===== config.mk =====
export PLATFORM = sky130hd
export DESIGN_NAME = bcd_to_binary
export DESIGN_NICKNAME = d
export VERILOG_FILES = /design/src/rtl/bcd_to_binary_pkg.sv /design/src/rtl/bcd_to_binary.sv
export SDC_FILE = /design/constraint.sdc
export NUM_CORES = 1
export LEC_CHECK = 0
export ABC_AREA = 1
export ABC_CLOCK_PERIOD_IN_PS = 3600
export CAP_MARGIN = 15
export CORE_AREA = 10 10 121 123
export CTS_CLUSTER_SIZE = 25
export DETAILED_ROUTE_END_ITERATION = 6
export DIE_AREA = 0 0 131 133
export PLACE_DENSITY_LB_ADDON = 0.2
export SLEW_MARGIN = 5
export SYNTH_ARGS = -nofsm -noshare
export SYNTH_HDL_FRONTEND = slang
export SYNTH_SLANG_ARGS = --single-unit
export TNS_END_PERCENT = 100

===== constraint.sdc =====
create_clock -name clk -period 3.6 [get_ports clk]
set_clock_uncertainty 0.2 [all_clocks]
set_input_delay 0.72 -clock clk [delete_from_list [all_inputs] [get_ports clk]]
set_output_delay 0.72 -clock clk [all_outputs]
set_load 0.05 [all_outputs]

===== src/rtl/bcd_to_binary_pkg.sv =====
// Shared definitions for the BCD-to-binary converter: FSM encoding,
// default geometry and the largest representable result.
package bcd_to_binary_pkg;

   localparam int DIGITS = 8;
   localparam int WIDTH  = 26;

   // Largest value binaryValue can carry without saturating (2^WIDTH-1).
   localparam logic [WIDTH-1:0] MAX_VALUE = {WIDTH{1'b1}};

   typedef enum logic [1:0] {
      ST_IDLE    = 2'd0,
      ST_CONVERT = 2'd1,
      ST_DONE    = 2'd2
   } state_t;

   // A BCD nibble above 9 has no decimal meaning.
   function automatic logic is_bad_digit(input logic [3:0] d);
      return (d > 4'd9);
   endfunction

endpackage


===== src/rtl/bcd_to_binary.sv =====
// Sequential BCD-to-binary converter. Digits are latched on start and
// folded MSD first with acc = acc*10 + digit, one digit per clock.
// The result saturates to all ones when it does not fit in WIDTH bits.
module bcd_to_binary #(
   parameter int DIGITS = bcd_to_binary_pkg::DIGITS,
   parameter int WIDTH  = bcd_to_binary_pkg::WIDTH
) (
   input  logic             clk,
   input  logic             rst,
   input  logic             start,
   input  logic [3:0]       digit7,
   input  logic [3:0]       digit6,
   input  logic [3:0]       digit5,
   input  logic [3:0]       digit4,
   input  logic [3:0]       digit3,
   input  logic [3:0]       digit2,
   input  logic [3:0]       digit1,
   input  logic [3:0]       digit0,
   output logic [WIDTH-1:0] binaryValue,
   output logic             ready,
   output logic             done,
   output logic             overflow,
   output logic             invalid
);

   import bcd_to_binary_pkg::*;

   localparam int CNT_W = (DIGITS > 1) ? $clog2(DIGITS) : 1;
   localparam logic [CNT_W-1:0] LAST_CNT = CNT_W'(DIGITS - 1);
   // One extra accumulator bit so an all-nines input cannot wrap.
   localparam logic [WIDTH:0]   ACC_MAX  = {1'b0, {WIDTH{1'b1}}};

   state_t              state;
   state_t              state_nxt;
   logic [4*DIGITS-1:0] digits_q;
   logic [WIDTH:0]      acc;
   logic [WIDTH:0]      acc_nxt;
   logic [CNT_W-1:0]    count;
   logic                bad_q;
   logic [3:0]          cur_digit;
   logic                last_step;
   logic [31:0]         digit_bus;

   // Clamp the wide accumulator to the output width.
   function automatic logic [WIDTH-1:0] saturate(input logic [WIDTH:0] a);
      return (a > ACC_MAX) ? {WIDTH{1'b1}} : a[WIDTH-1:0];
   endfunction

   // Flag any non-decimal nibble in the digit word being latched.
   function automatic logic any_bad(input logic [4*DIGITS-1:0] d);
      logic bad;
      bad = 1'b0;
      for (int i = 0; i < DIGITS; i++) begin
         bad = bad | is_bad_digit(d[4*i +: 4]);
      end
      return bad;
   endfunction

   assign digit_bus = {digit7, digit6, digit5, digit4,
                       digit3, digit2, digit1, digit0};

   // The latched word shifts left each step, so its top nibble is always
   // the digit selected by the count (MSD first).
   assign cur_digit = digits_q[4*DIGITS-1 -: 4];
   assign acc_nxt   = (acc << 3) + (acc << 1) + {{(WIDTH-3){1'b0}}, cur_digit};
   assign last_step = (state == ST_CONVERT) && (count == LAST_CNT);

   // State register; reset wins over everything, including start.
   always_ff @(posedge clk) begin
      if (rst) begin
         state <= ST_IDLE;
      end else begin
         state <= state_nxt;
      end
   end

   // Next-state decode and handshake outputs.
   always_comb begin
      state_nxt = state;
      ready     = 1'b0;
      done      = 1'b0;
      case (state)
         ST_IDLE: begin
            ready = 1'b1;
            if (start) begin
               state_nxt = ST_CONVERT;
            end
         end
         ST_CONVERT: begin
            if (count == LAST_CNT) begin
               state_nxt = ST_DONE;
            end
         end
         ST_DONE: begin
            done      = 1'b1;
            state_nxt = ST_IDLE;
         end
         default: begin
            state_nxt = ST_IDLE;
         end
      endcase
   end

   // Digit latch, multiply-accumulate and result registers.
   always_ff @(posedge clk) begin
      if (rst) begin
         digits_q    <= '0;
         acc         <= '0;
         count       <= '0;
         bad_q       <= 1'b0;
         binaryValue <= '0;
         overflow    <= 1'b0;
         invalid     <= 1'b0;
      end else if (state == ST_IDLE) begin
         if (start) begin
            digits_q <= digit_bus[4*DIGITS-1:0];
            bad_q    <= any_bad(digit_bus[4*DIGITS-1:0]);
            acc      <= '0;
            count    <= '0;
         end
      end else if (state == ST_CONVERT) begin
         acc      <= acc_nxt;
         digits_q <= digits_q << 4;
         count    <= count + 1'b1;
         if (last_step) begin
            binaryValue <= saturate(acc_nxt);
            overflow    <= (acc_nxt > ACC_MAX);
            invalid     <= bad_q;
         end
      end
   end

endmodule


==> results of run 1 <==
state kept, by name (all words and copies together), names as in the netlist:
register,cells
digits_q,32
acc,26
binaryValue,26
count,3
state,2
bad_q,1
invalid,1
overflow,1
cell families (layout without fill, tap and decap cells):
kind of cell,Yosys count,count (layout)
compound gates,176,176
xor+xnor,16,16
fa+ha+maj,52,52
buf+inv,164,217
flops,92,92
simple gates,417,417
final cells by class:
| class | count | share of cell area |
|---|---|---|
| Timing Repair Buffer | 70 | 0.09842 |
| Multi-Input combinational cell | 661 | 0.4971 |
| Sequential cell | 92 | 0.2644 |
| Inverter | 131 | 0.07058 |
| Tap cell | 172 | 0.03089 |
| Clock inverter | 5 | 0.005208 |
| Clock buffer | 11 | 0.03341 |
per-stage QoR:
| stage | hold WS, ns | cells | area [sq um] | power, mW | util |
|---|---|---|---|---|---|
| floorplan | 0.2327 | 917 | 5947 | 1.269 | - |
| global placement | 0.2487 | 1126 | 6698 | 1.353 | 0.5417 |
| detailed placement | 0.2548 | 1126 | 6698 | 1.355 | 0.5417 |
| CTS | 0.2637 | 1142 | 6967 | 2.237 | 0.5635 |
| global route | 0.2904 | 1142 | 6967 | 2.311 | 0.5635 |
| finish | 0.2623 | 1142 | 6967 | 2.217 | 0.5635 |
routing by layer:
layer	GRT usage	vias up
met4	0.06675	0
li1	-	3009
met2	0.2666	115
met3	0.03716	15
met1	0.2490	2433
met5	0	-
worst max-delay path, stage by stage, from the launching register on:
cell                      delay (ns)
sky130_fd_sc_hd__dfxtp_1        0.36
sky130_fd_sc_hd__inv_1          0.07
sky130_fd_sc_hd__fa_1           0.50
sky130_fd_sc_hd__fa_1           0.45
sky130_fd_sc_hd__inv_1          0.10
sky130_fd_sc_hd__nand2_1        0.09
sky130_fd_sc_hd__nand2_1        0.08
sky130_fd_sc_hd__nand3_1        0.07
sky130_fd_sc_hd__nand2_1        0.14
sky130_fd_sc_hd__nand2_1        0.12
sky130_fd_sc_hd__nand4_1        0.19
sky130_fd_sc_hd__nand3_4        0.24
sky130_fd_sc_hd__nor2_1         0.18
sky130_fd_sc_hd__nor2_1         0.05
worst max path at each step:
| stage | from | to | cells after the start |
|---|---|---|---|
| after floorplan | acc[0] | binaryValue[12] | 14 |
| after global placement | acc[0] | binaryValue[17] | 13 |
| after detailed placement | acc[0] | binaryValue[23] | 13 |
| after CTS | acc[0] | binaryValue[23] | 13 |
| after global routing | digits_q[31] | binaryValue[23] | 13 |
| final | acc[0] | binaryValue[21] | 13 |
cell usage in the layout (no fill, tap or decap), drive strengths merged, types with 8 or more instances in the layout:
master         instances
o21a                   8
nand2                267
ha                    50
o21ai                 64
nor2                  91
clkdlybuf4s50         64
clkbuf                11
nand3                 36
xor2                  14
dfxtp                 92
inv                  131
a21oi                 89
nand4                 10
power by group through the flow:
stage | Clock (mW) | Sequential (mW) | Combinational (mW)
floorplan | 0 | 1.10 | 0.170
global placement | 0 | 1.11 | 0.245
detailed placement | 0 | 1.11 | 0.246
CTS | 0.904 | 1.09 | 0.247
global route | 0.940 | 1.09 | 0.280
finish | 0.885 | 1.09 | 0.246
==> results.cfg, run 1 <==
[clock_tree]
cts_root_buffer = sky130_fd_sc_hd__clkbuf_16
ctsHoldBuffers = 0
clock_sinks = 92
post-cts-setup-buffers = 0
insertion_delay_ns = 0.35
htreeDepth = 3
clk_pin_slew_ns = 0.06
post_cts_resize_count = 0
tritoncts_clock_tree = yes
cts.path.max_buffers = 2
tritoncts.num_buffers = 9

[placed_design]
gpl.final_weighted_congestion = 0.9055
preCtsSetupSlack_ns = 0.6678
port-buffer-count = 64
hpwlAfterDp_mm = 11.29

[synth]
post_synth.cell_area_avg_sq_um = 6.485
number_of_enable_flip_flop_cells_after_synthesis = 0
post_synth_most_frequent_cells = sky130_fd_sc_hd__nand2_1 (262), sky130_fd_sc_hd__inv_1 (127), sky130_fd_sc_hd__dfxtp_1 (92)
synthesis.nets = 1004
syn_inst = 917
compound_gate_portion_of_the_synthesized_area = 0.1565
synth_ff_type = sky130_fd_sc_hd__dfxtp_1
synth.ff_latch_count = 92
synth_top_cell_by_area = sky130_fd_sc_hd__dfxtp_1
ys.warnings.count = 0
yosys.area.top_type_share = 0.3097
netlist-cell-type-count = 34
synth_area_sq_um = 5947
muxShareOfSynthArea = 0
seq_area_frac_synth = 0.3097
synth_xor_xnor_area_share = 0.02356
synth_top_family_by_area = simple AND/OR/NAND/NOR gates
adder_cell_fraction_of_synth_area = 0.1119
post_synth_and_or_nand_nor_area_fraction = 0.2903
yosys-top-cells-area = sky130_fd_sc_hd__dfxtp_1 (31%), sky130_fd_sc_hd__nand2_1 (17%), sky130_fd_sc_hd__ha_1 (11%), sky130_fd_sc_hd__inv_1 (8.0%), sky130_fd_sc_hd__a21oi_1 (7.5%)
yosys.cell_count.top_type = sky130_fd_sc_hd__nand2_1
proportion_of_synthesized_flip_flops_having_asynchronous_set_or_reset = 0

[setup_path]
timing.rr.start = acc[0]
crit_arrival_ns = 3.02
crit_fanout = 14
reg2reg_depth = 13
end_kind = flip-flop
worst-setup-path-type = reg -> reg
startpoint_class = flip-flop
r2r_setup_slack_ns = 0.63
timing.critical_path.required_ns = 3.64
regToRegEndpoint = binaryValue[21]

[global_routing]
grt_first_pass_wirelength_mm = 25.43
grt_total_ovfl = 0
grt_max_degree = 59
number_of_global_route_vias_before_repair = 5278
initial_antenna_violation_count = 0
grt_usage = 0.1800

[drt]
route.detailed.drc = 0
drt-pass1-iter-count = 5
initialDrtViolationCount = 385
met3RoutedLength_microns = 990
maxUsedRoutingLayer = met4
routed_wl_mm = 15.26
avgRoutedWirePerCell_microns = 13.36
route.met2.wl_mm = 6.486
vias_per_cell = 4.879
wl_met1_mm = 7.548
postRouteAntennaNets = 0
dr_total_vias = 5572

[power]
switching_power_mw = 0.5874
leakage_nw = 3.573
clkPwrFrac = 0.399
power_density_nw_per_um2 = 318.2
vdd.ir_drop.worst_uv = 235.0
seq_power_share = 0.490
intPower_mw = 1.630
switching_share = 0.2650
comb_power_share = 0.111

[run_status]
run_status = completed

[floorplan]
floorplan.initialDensity = 0.4810
fp.dieArea_sq_um = 17420
fp.dieW_microns = 131
core_sq_um = 12360
dieHeight_microns = 133
placementRows = 41
top_level_ports = 65

[sta]
hold_violations = 0
min_period_ns = 2.973
rsz0062_at_grt = false
slew_headroom = 0.4835
fmax_mhz = 336.3
maxSlewViolCount = 0
tightest_slew_ns = 0.7736
post-route-worst-setup-slack_ns = 0.6269
final_setup_violation_count = 0
setup_total_negative_slack_ns = 0
final.period_utilization = 0.8259

[flow_run]
max_cap_violations = 0

[cells_and_area]
final_nets = 1052
antenna_cells = 0
regArea_sq_um = 1842
share_of_post_route_cells_with_drive_strength_above_1 = 0.04227
area_delta_synth_final_pct = 17.15
fill_cells = 1251
total_area_of_multi_input_combinational_cells_sq_um = 3463

[min_path]
hold_path.class = reg -> reg
hold_end = digits_q[3]
timing.hold.worst_path_depth = 2
hold_path_startpoint = digits_q[3]
Power figures use the tool's default switching activity.
==> run 2: changes to the inputs <==
Settings changed: ABC_CLOCK_PERIOD_IN_PS 3600 to 2710.
Clock period 3.6 ns to 2.71 ns, I/O delays scaled along.
==> results.cfg, run 2 (synthesis results as in run 1) <==
[cells_and_area]
most-common-layout-cells = sky130_fd_sc_hd__nand2_1 (257), sky130_fd_sc_hd__inv_1 (125), sky130_fd_sc_hd__dfxtp_1 (89)
share_of_post_route_cells_with_drive_strength_above_1 = 0.09229
largest_registers = digits_q (32), acc (26), binaryValue (26)
largest-register = digits_q
layout_commonest_cell = sky130_fd_sc_hd__nand2_1
area_delta_synth_final_pct = 22.72
post-route-util = 0.5903
largest_register_ffs = 32
antenna_cells = 0
final_nets = 1069

[floorplan]
dieHeight_microns = 133
fp.dieArea_sq_um = 17420
top_level_ports = 65
core_sq_um = 12360
floorplan.initialDensity = 0.4810
placementRows = 41
fp.dieW_microns = 131

[placed_design]
hpwlAfterDp_mm = 11.47
port-buffer-count = 64
gpl.final_weighted_congestion = 0.9078

[clock_tree]
cts.path.max_buffers = 2
tritoncts_clock_tree = yes
tritoncts.num_buffers = 9
htreeDepth = 3
clk_pin_slew_ns = 0.07
ctsHoldBuffers = 0
cts_root_buffer = sky130_fd_sc_hd__clkbuf_16
insertion_delay_ns = 0.35
clock_sinks = 92

[setup_path]
timing.critical_path.required_ns = 2.75
crit_arrival_ns = 2.66
critPathMaxStageDelay_ns = 0.51
critical_path.slowest_cell = sky130_fd_sc_hd__fa_1
crit_fanout = 7
path_cells = inv_2 > fa_1 > fa_2 > inv_2 > nand2_2 > nand2_2 > nand3_2 > nand2_2 > nand2_2 > nand4_1 > buf_6 > nand3_4 > nor2_2 > nor2_1
timing.critical_path.buf_inv = 3
end_kind = flip-flop
path_common_cell = sky130_fd_sc_hd__nand2_2
worst_path_dominant_cell_family = adder cells
startpoint_class = flip-flop
worst-setup-path-type = reg -> reg

[power]
clkPwrFrac = 0.420
comb_power_share = 0.112
switching_power_mw = 0.7851
power_density_nw_per_um2 = 422.3
switching_share = 0.2547
leakage_nw = 3.670
intPower_mw = 2.297
seq_power_share = 0.468
vdd.ir_drop.worst_uv = 257.8

[run_status]
run_status = completed

[flow_run]
max_cap_violations = 0

[global_routing]
number_of_global_route_vias_before_repair = 5411
initial_antenna_violation_count = 0
grt_total_ovfl = 0
grt_max_degree = 59
grt_usage = 0.1853
grt_first_pass_wirelength_mm = 26.10

[sta]
tightest_slew_ns = 0.5340
hold_violations = 0
maxSlewViolCount = 0
fmax_mhz = 381.1
final.period_utilization = 0.9682
final_setup_violation_count = 0
min_period_ns = 2.624
hold_ws_ns = 0.2564
rsz0062_at_grt = true
slew_headroom = 0.6429

[drt]
postRouteAntennaNets = 0
avgRoutedWirePerCell_microns = 13.54
vias_per_cell = 4.945
route.detailed.drc = 0
dr_total_vias = 5726
routed_wl_mm = 15.68
initialDrtViolationCount = 408
drt-pass1-iter-count = 5

[min_path]
hold_path.class = reg -> reg
[run 2: worst paths after layout]
path,start,end,slack [ns],cells past startpoint
worst min register to register,count[0],count[0],0.26,1
worst max-delay path,digits_q[31],binaryValue[23],0.09,14
worst min-delay path,count[0],count[0],0.26,1
worst max register to register,digits_q[31],binaryValue[23],0.09,14
[run 2: final cells by class]
type	count	area (sq um)
Clock buffer	10	239.0
Clock inverter	5	60.06
Fill cell	1225	5065
Inverter	131	491.7
Multi-Input combinational cell	662	3602
Sequential cell	92	1846
Tap cell	172	215.2
Timing Repair Buffer	86	844.6
[run 2: stage by stage]
| stage | power, mW | TNS, ns | instances | setup slack (ns) | cell area, sq um |
|---|---|---|---|---|---|
| final | 3.082 | 0 | 1158 | 0.08613 | 7298 |
| after global routing | 3.217 | -0.1199 | 1158 | -0.04513 | 7298 |
| after CTS | 3.105 | 0 | 1156 | 0.01193 | 7163 |
| after detailed placement | 1.815 | -0.9035 | 1139 | -0.05941 | 6830 |
| after global placement | 1.812 | 0 | 1139 | 0.01523 | 6830 |
| after floorplan | 1.686 | 0 | 917 | 0.06081 | 5947 |
[run 2: routing by layer]
| layer | part of all wire | track usage | vias up | routed length (microns) |
|---|---|---|---|---|
| li1 | - | - | 3047 | - |
| met1 | 0.49 | 0.2526 | 2535 | 7625 |
| met2 | 0.44 | 0.2795 | 122 | 6921 |
| met3 | 0.054 | 0.03955 | 22 | 844 |
| met4 | 0.018 | 0.06551 | 0 | 289 |
| met5 | 0 | 0 | - | 0 |
[run 2: timing repair]
item                       CTS  global route
pin swaps                    4             8
setup endpoints to repair   24            35
cloned                       1             0
hold endpoints to repair     0             0
resized for setup            4            34
setup buffers                1             2
[run 2: power by group through the flow]
stage / Combinational (mW) / Sequential, mW / Clock, mW
5_1_grt: 0.395 / 1.45 / 1.37
4_1_cts: 0.344 / 1.44 / 1.32
2_1_floorplan: 0.225 / 1.46 / 0
6_report: 0.345 / 1.44 / 1.29
3_3_place_gp: 0.340 / 1.47 / 0
3_5_place_dp: 0.342 / 1.47 / 0
[run 2: worst register-to-register path: cells and delay by family (launching register included)]
kind / cells / cell delay [ns]
fa+ha+maj: 2 / 0.88
buf+inv: 3 / 0.26
simple gates: 9 / 0.84
flops: 1 / 0.34
